[config.mk]
export PLATFORM = sky130hd
export DESIGN_NAME = timekeeper_hms
export DESIGN_NICKNAME = d
export VERILOG_FILES = /design/src/rtl/timekeeper_hms.sv
export SDC_FILE = /design/constraint.sdc
export NUM_CORES = 1
export LEC_CHECK = 0
export ABC_AREA = 0
export CORE_UTILIZATION = 43
export CTS_CLUSTER_SIZE = 16
export DETAILED_ROUTE_END_ITERATION = 16
export PLACE_DENSITY = 0.76
export SYNTH_ARGS = -nofsm -noshare
export SYNTH_HDL_FRONTEND = slang
export SYNTH_SLANG_ARGS = --single-unit
[constraint.sdc]
create_clock -name clk -period 2.5 [get_ports clk]
set_input_delay 0.25 -clock clk [delete_from_list [all_inputs] [get_ports clk]]
set_output_delay 0.25 -clock clk [all_outputs]
set_load 0.005 [all_outputs]
[src/rtl/timekeeper_hms.sv]
// Hours/minutes/seconds timekeeper with a TICK_DIV prescaler, 12h/24h display and validated time load.
// Define TIMEKEEPER_ALARM_EN to build in the hh:mm alarm (alarm ports exist in both builds).
module timekeeper_hms #(
    parameter int unsigned TICK_DIV = 32'd50000000,
    parameter int unsigned PRE_W    = 32
) (
    input  logic       clk,
    input  logic       reset,
    input  logic       tick_en,
    input  logic       mode_12h,
    input  logic       load,
    input  logic [4:0] load_hrs,
    input  logic [5:0] load_min,
    input  logic [5:0] load_sec,
    input  logic       alarm_set,
    input  logic       alarm_ack,
    input  logic [4:0] alarm_hrs_in,
    input  logic [5:0] alarm_min_in,
    output logic [5:0] sec,
    output logic [5:0] min,
    output logic [4:0] hrs,
    output logic [4:0] disp_hrs,
    output logic       pm,
    output logic       sec_pulse,
    output logic       load_err,
    output logic       alarm_out
);

    localparam logic [PRE_W-1:0] PRE_LAST = PRE_W'(TICK_DIV - 32'd1);

    logic [PRE_W-1:0] r_pre;
    logic [5:0]       r_sec;
    logic [5:0]       r_min;
    logic [4:0]       r_hrs;
    logic             r_sec_pulse;
    logic             r_load_err;

    logic             w_term;
    logic             w_load_ok;
    logic             w_advance;
    logic             w_alarm_rej;
    logic [5:0]       w_nsec;
    logic [5:0]       w_nmin;
    logic [4:0]       w_nhrs;
    logic [4:0]       w_disp;

    assign w_term    = tick_en && (r_pre == PRE_LAST);
    assign w_load_ok = (load_hrs <= 5'd23) && (load_min <= 6'd59) && (load_sec <= 6'd59);
    assign w_advance = !load && w_term;

    // Time one second ahead of the current registers, with full carry chain.
    always_comb begin
        w_nsec = r_sec + 6'd1;
        w_nmin = r_min;
        w_nhrs = r_hrs;
        if (r_sec == 6'd59) begin
            w_nsec = 6'd0;
            w_nmin = r_min + 6'd1;
            if (r_min == 6'd59) begin
                w_nmin = 6'd0;
                w_nhrs = (r_hrs == 5'd23) ? 5'd0 : r_hrs + 5'd1;
            end
        end
    end

    // A load, valid or not, blocks both the prescaler and the second advance.
    always_ff @(posedge clk) begin
        if (reset) begin
            r_pre       <= '0;
            r_sec       <= 6'd0;
            r_min       <= 6'd0;
            r_hrs       <= 5'd0;
            r_sec_pulse <= 1'b0;
            r_load_err  <= 1'b0;
        end else begin
            r_sec_pulse <= 1'b0;
            r_load_err  <= w_alarm_rej;
            if (load) begin
                if (w_load_ok) begin
                    r_sec <= load_sec;
                    r_min <= load_min;
                    r_hrs <= load_hrs;
                    r_pre <= '0;
                end else begin
                    r_load_err <= 1'b1;
                end
            end else if (tick_en) begin
                if (w_term) begin
                    r_pre       <= '0;
                    r_sec       <= w_nsec;
                    r_min       <= w_nmin;
                    r_hrs       <= w_nhrs;
                    r_sec_pulse <= 1'b1;
                end else begin
                    r_pre <= r_pre + PRE_W'(1);
                end
            end
        end
    end

`ifdef TIMEKEEPER_ALARM_EN
    logic [4:0] r_alarm_hrs;
    logic [5:0] r_alarm_min;
    logic       r_armed;
    logic       r_alarm_out;
    logic       w_alarm_hit;

    assign w_alarm_rej = alarm_set && !((alarm_hrs_in <= 5'd23) && (alarm_min_in <= 6'd59));
    assign w_alarm_hit = r_armed && w_advance && (w_nsec == 6'd0) &&
                         (w_nmin == r_alarm_min) && (w_nhrs == r_alarm_hrs);

    // Only a second advance can trigger; a match beats a same-cycle acknowledge.
    always_ff @(posedge clk) begin
        if (reset) begin
            r_alarm_hrs <= 5'd0;
            r_alarm_min <= 6'd0;
            r_armed     <= 1'b0;
            r_alarm_out <= 1'b0;
        end else begin
            if (alarm_set && !w_alarm_rej) begin
                r_alarm_hrs <= alarm_hrs_in;
                r_alarm_min <= alarm_min_in;
                r_armed     <= 1'b1;
            end
            if (w_alarm_hit) begin
                r_alarm_out <= 1'b1;
            end else if (alarm_ack) begin
                r_alarm_out <= 1'b0;
            end
        end
    end

    assign alarm_out = r_alarm_out;
`else
    logic w_unused_alarm;
    assign w_unused_alarm = ^{alarm_set, alarm_ack, alarm_hrs_in, alarm_min_in};
    assign w_alarm_rej    = 1'b0;
    assign alarm_out      = 1'b0;
`endif

    always_comb begin
        w_disp = r_hrs;
        if (mode_12h) begin
            if (r_hrs == 5'd0) begin
                w_disp = 5'd12;
            end else if (r_hrs > 5'd12) begin
                w_disp = r_hrs - 5'd12;
            end
        end
    end

    assign sec       = r_sec;
    assign min       = r_min;
    assign hrs       = r_hrs;
    assign disp_hrs  = w_disp;
    assign pm        = (r_hrs >= 5'd12);
    assign sec_pulse = r_sec_pulse;
    assign load_err  = r_load_err;

endmodule

# [Word-level counts from Yosys, hierarchy flattened]
# Index checks and enable logic that the tools add are counted.
[classes] n_eq_ne=5 order_cmp=5 n_bitwise=2 reduce_logical=14 add_sub_neg=5 muxes=27
[op_table] cell="32-bit 2-to-1 mux" count=4
[op_table] cell="6-bit 2-to-1 mux" count=11
[op_table] cell="5-bit 2-to-1 mux" count=10
[op_table] cell="32-bit by 1-bit adder with 32-bit output, second input constant" count=1
[op_table] cell="32-bit by 26-bit equality test with 1-bit output, second input constant" count=1
[op_table] cell="6-bit by 1-bit adder with 6-bit output, second input constant" count=2
[op_table] cell="6-bit equality test, second input constant" count=2
[op_table] cell="6-bit less-or-equal comparator, second input constant" count=2
[op_table] cell="2-bit nonzero test" count=4
[op_table] cell="5-bit by 1-bit adder with 5-bit output, second input constant" count=1
[op_table] cell="5-bit equality test, second input constant" count=1
[op_table] cell="5-bit by 4-bit >= comparator with 1-bit output, second input constant" count=1
[op_table] cell="5-bit by 4-bit greater-than comparator with 1-bit output, second input constant" count=1
[op_table] cell="5-bit less-or-equal comparator, second input constant" count=1
[op_table] cell="5-bit zero test" count=1
[op_table] cell="5-bit AND reduction" count=1
[op_table] cell="5-bit by 4-bit subtractor with 5-bit output, second input constant" count=1
[op_table] cell="4-bit AND reduction" count=1
[op_table] cell="1-bit logical AND" count=3
[op_table] cell="3-bit AND reduction" count=1
[op_table] cell="3-bit OR reduction" count=1
[op_table] cell="1-bit 2-to-1 mux" count=2
[op_table] cell="2-bit by 1-bit inequality test with 1-bit output, second input constant" count=1
[op_table] cell="1-bit inverter" count=2
[op_table] cell="2 further kinds" count=2
[word_totals] input_bits=35 elab_cells=64 regBits=51

# [Depth between registers and ports, before layout]
[logic_depth] ltp_word=7 ltp_mapped=9 mapped_depth_nobuf=7

# [Least setup slack after synthesis]
# Ideal clock, no wire load.
[synth_timing] path_type="register to register" startpoint="register r_pre[0]" endpoint="register r_pre[11]" setup_time_ps=64 stages_incl_launch_ff=10 arrival_ps=1871 required_time_ps=2436 period_less_slack_ps=1935 slack_ps=565 n_path_buf=3 cell_sequence="dfxtp_1 -> ha_1 -> nor4b_1 -> and4_1 -> and4_1 -> buf_2 -> or3_1 -> buf_2 -> buf_2 -> nor2_1"
[synth_between] elab_chain_cells=5
[synth_rtl] element="start: declaration" line="31" text="logic [PRE_W-1:0] r_pre;"
[synth_rtl] element="start signal: assignment" line="95" text="r_pre <= r_pre + PRE_W'(1);"
[synth_rtl] element="parallel branches: the longest is 2 deep, another holds 32-bit by 1-bit adder with 32-bit output"
[synth_rtl] element="32-bit 2-to-1 mux *" line="88" text="if (w_term) begin"
[synth_rtl] element="32-bit 2-to-1 mux *" line="87" text="end else if (tick_en) begin"
[synth_rtl] element="32-bit 2-to-1 mux *" line="78" text="if (load) begin"
# Every way passes the cells marked *. The select of a mux whose other input is x is not followed.
# A chain may end at the register's enable or synchronous reset.

# [Final worst setup path]
[layout_timing] startpoint="register r_hrs[3], in the netlist hrs[3]" endpoint="output port disp_hrs[4]"
[layout_between] elab_chain_cells=4
[layout_rtl] element="start: declaration" line="34" text="logic [4:0] r_hrs;"
[layout_rtl] element="start signal: assignment" line="82" text="r_hrs <= load_hrs;"
[layout_rtl] element="start signal: assignment" line="92" text="r_hrs <= w_nhrs;"
[layout_rtl] element="5-bit by 4-bit subtractor with 5-bit output / 5-bit by 4-bit greater-than comparator with 1-bit output (equally long branches)" line="147, 146"
[layout_rtl] element="5-bit 2-to-1 mux" line="146" text="end else if (r_hrs > 5'd12) begin"
[layout_rtl] element="5-bit 2-to-1 mux *" line="144" text="if (r_hrs == 5'd0) begin"
[layout_rtl] element="5-bit 2-to-1 mux *" line="143" text="if (mode_12h) begin"
[layout_rtl] element="end: declaration" line="22" text="output logic [4:0] disp_hrs,"
# Mark *: on every way between the ends. The rest lies on a longest branch, timed or not.

==> results.sh <==
export IMPL_status="complete, no violations"
export IMPL_num_antenna_cells=0
export IMPL_r2r_end="hrs[1]"
export IMPL_drt_wl_total_um=8480
export IMPL_synth_top_area_share_pct=31.5
export IMPL_dpl_cell_area_mm2=0.00384
export IMPL_antenna_found_initial=0
export IMPL_wl_per_cell_um=15.1
export IMPL_rsz0062_at_grt="no"
export IMPL_routabilityCongestion=0.889
export IMPL_syn_area_per_cell_um2=7.71
export IMPL_io_pins=61
export IMPL_drv_slew=0
export IMPL_required_ns=2.25
export IMPL_cts_hold_fix_buffers=0
export IMPL_synth_fp_nets=463
export IMPL_start_util_pct=44.7
export IMPL_setup_viol=0
export IMPL_reg2reg_from="r_pre[0]"
export IMPL_synth_ff_type="dfxtp_1"
export IMPL_grt_util_met1_pct=30.7
export IMPL_die_area_mm2=0.00788
export IMPL_max_freq_mhz=416
export IMPL_postCtsSetupBuffers=0
export IMPL_overflow=0
export IMPL_syn_area_mm2=0.00324
export IMPL_detail_route_antenna_nets=0
export IMPL_drc=0
export IMPL_hold_viol=0
export IMPL_finalSetupTns_ns=0
export IMPL_die_h_um=88.8
export IMPL_worstMarginPinSlew_ns=0.583
export IMPL_fillers=678
export IMPL_power_switching_w=0.000481
export IMPL_numPortBuffers=46
export IMPL_grt_max_degree=29
export IMPL_clockRootBuffer="clkbuf_8"
export IMPL_synth_cells=420
export IMPL_cts_made_buffers=5
export IMPL_syn2layout_area_growth_pct=21.6
export IMPL_cts_sinks=51
export IMPL_grt_pass1_vias=3013
export IMPL_holdPathEnd="r_pre[1]"
export IMPL_ys_warnings_count=0
export IMPL_max_clock_path_buffers=2
export IMPL_powerDensity_mw_per_mm2=425
export IMPL_synth_top_area_cell="dfxtp_1"
export IMPL_htree_levels=2
export IMPL_drtPass1Iterations=4
export IMPL_grt_usage_pct=22.5
export IMPL_synth_seq_cells=51
export IMPL_whs_path_depth=2
export IMPL_ys_types=61
export IMPL_peakVddDrop_uv=227
export IMPL_rows=31
export IMPL_period_needed_ns=2.41
export IMPL_reg2reg_depth=6
export IMPL_nets=503
export IMPL_seqPwrFrac_pct=51.9
export IMPL_top_usage_layer="met2"
export IMPL_min_from="r_pre[1]"
export IMPL_slew_headroom_pct=60.7
export IMPL_cts_tree="done"
export IMPL_crit_path_start_kind="flip-flop"
export IMPL_p_leak_nw=1.24
export IMPL_min_period_over_period_pct=96.2
export IMPL_met2_usage_pct=37.3
export IMPL_r2r_setup_slack_ns=0.28
export IMPL_final_area_mm2=0.00394
export IMPL_whs_ns=0.477
export IMPL_cp_max_fo=8
export IMPL_clk_pin_slew_ns=0.10
export IMPL_arrival_ns=2.16
export IMPL_insertion_delay_ns=0.32
export IMPL_internal_power_w=0.00119
export IMPL_holdCritPathClass="flip-flop to flip-flop"
export IMPL_async_flop_share_pct=0
export IMPL_pwr_share_clk_pct=30.9
export IMPL_critPathKind="flip-flop to output pin"
export IMPL_met3_usage_pct=3.26
export IMPL_vias_per_cell=5.94
export IMPL_maxCapViolations=0
export IMPL_core_area_mm2=0.00725
export IMPL_cp_slowest_cell="clkdlybuf4s50_1"
export IMPL_crit_path_max_incr_delay_ns=0.53
export IMPL_die_width_um=88.8
export IMPL_dp_hpwl_um=6190
export IMPL_swShare_pct=28.7
export IMPL_skew_ns=0.0160
export IMPL_fin_ws_ns=0.0945
export IMPL_drt_iter0_drc=194
export IMPL_final_layout_size_suffix_gt1_share_pct=7.59
export IMPL_crit_path_cell_trace="ha_2, or4_1, a21boi_0, clkdlybuf4s50_1"
export IMPL_post_place_ws_ns=0.149
export IMPL_vias=3327
export IMPL_ys_seq_area_share_pct=31.5
export IMPL_grt_pass1_wl_um=14200
export IMPL_synth_edff_count=0
export IMPL_combPwrFrac_pct=17.2
export IMPL_end_kind="output pin"
export IMPL_synth_area_top_cells="dfxtp_1 32%, xnor2_1 5.9%, nor2_1 5.0%"
## synth_stat cells, types with 4 or more instances
master / instances
o21ai_0: 17
dfxtp_1: 51
a21oi_1: 21
ha_1: 8
inv_1: 14
buf_2: 6
xnor2_1: 22
a211oi_1: 6
a221oi_1: 5
nand2_1: 31
nor2_1: 43
nor4_1: 17
and3_1: 7
nor3_1: 21
nand4_1: 18
or3_1: 7
nor2b_1: 4
and4_1: 6
nand4b_1: 4
nand3_1: 26
clkbuf_1: 19
## area by class of cell
cell class	count	area, um2	area share [%]
clock buffer	5	68.8	1.75
clock inverter	3	28.8	0.730
inverter	14	52.6	1.33
multi-input combinational	328	2060	52.4
sequential	51	1020	26.0
tap	99	124	3.14
timing repair buffer	60	578	14.7
## how the worst max path moves through the flow
stage	from	endpoint	depth (start not counted)
after floorplan	r_pre[0]	r_pre[11]	9
after global routing	hrs[0]	disp_hrs[3]	7
after global placement	tick_en	min[0]	7
after detailed placement	tick_en	min[0]	7
after CTS	hrs[3]	disp_hrs[3]	6
final	hrs[3]	disp_hrs[4]	4
## worst max-delay path, delay by kind of cell, from the launching register on
kind / cells / cell delay [ns]
compound gates: 1 / 0.18
fa+ha+maj: 1 / 0.23
buf+inv: 1 / 0.53
flops: 1 / 0.39
simple gates: 1 / 0.52
## layer usage
layer / routed length (um) / up-vias
li1: - / 1639
met1: 3890 / 1589
met2: 4040 / 92
met3: 456 / 7
met4: 89 / 0
met5: 0 / -
## layout by cell type (no fill, tap or decap), drive strengths merged, types with 7 or more instances in the layout
cell type,n
clkdlybuf4s50,46
xnor2,22
buf,14
ha,8
and3,7
nand4,19
nor2,43
nor3,21
nand2,32
a21oi,21
dfxtp,51
inv,15
o21ai,19
nand3,26
nor4,19
or3,7
## state kept, by name, indices dropped and copies added, names as in the netlist
register and flops:
r_pre 32, hrs 5, sec_pulse 1, sec 6, load_err 1, min 6
## per-stage QoR
step | total power (W) | util, % | std cells
2_1_floorplan | 0.00102 | - | 420
3_3_place_gp | 0.00117 | 52.9 | 552
3_5_place_dp | 0.00117 | 52.9 | 552
4_1_cts | 0.00168 | 54.3 | 560
5_1_grt | 0.00175 | 54.3 | 560
6_report | 0.00167 | 54.3 | 560
## power groups by stage
stage	clock (W)	combinational (W)	sequential [W]
finish	0.000517	0.000288	0.000869
global route	0.000554	0.000321	0.000874
CTS	0.000526	0.000288	0.000868
detailed placement	0	0.000286	0.000887
floorplan	0	0.000146	0.000878
global placement	0	0.000282	0.000885
## cell families after synthesis
logic type / after synthesis / synth area share [%]
adders and majority gates: 8 / 3.09
muxes: 3 / 0.966
other: 1 / 0.116
DFF: 51 / 31.5
and+or+nand+nor: 211 / 36.2
xor gates and xnor gates: 25 / 6.76
buffers and inverters: 41 / 5.10
AOI/OAI and AO/OA: 80 / 16.3
## repair_timing
item                       in CTS  in global routing
setup endpoints to repair       1                  3
gates resized for setup         1                  3
pin swaps                       0                  0
(Power assumes the default switching activity.)
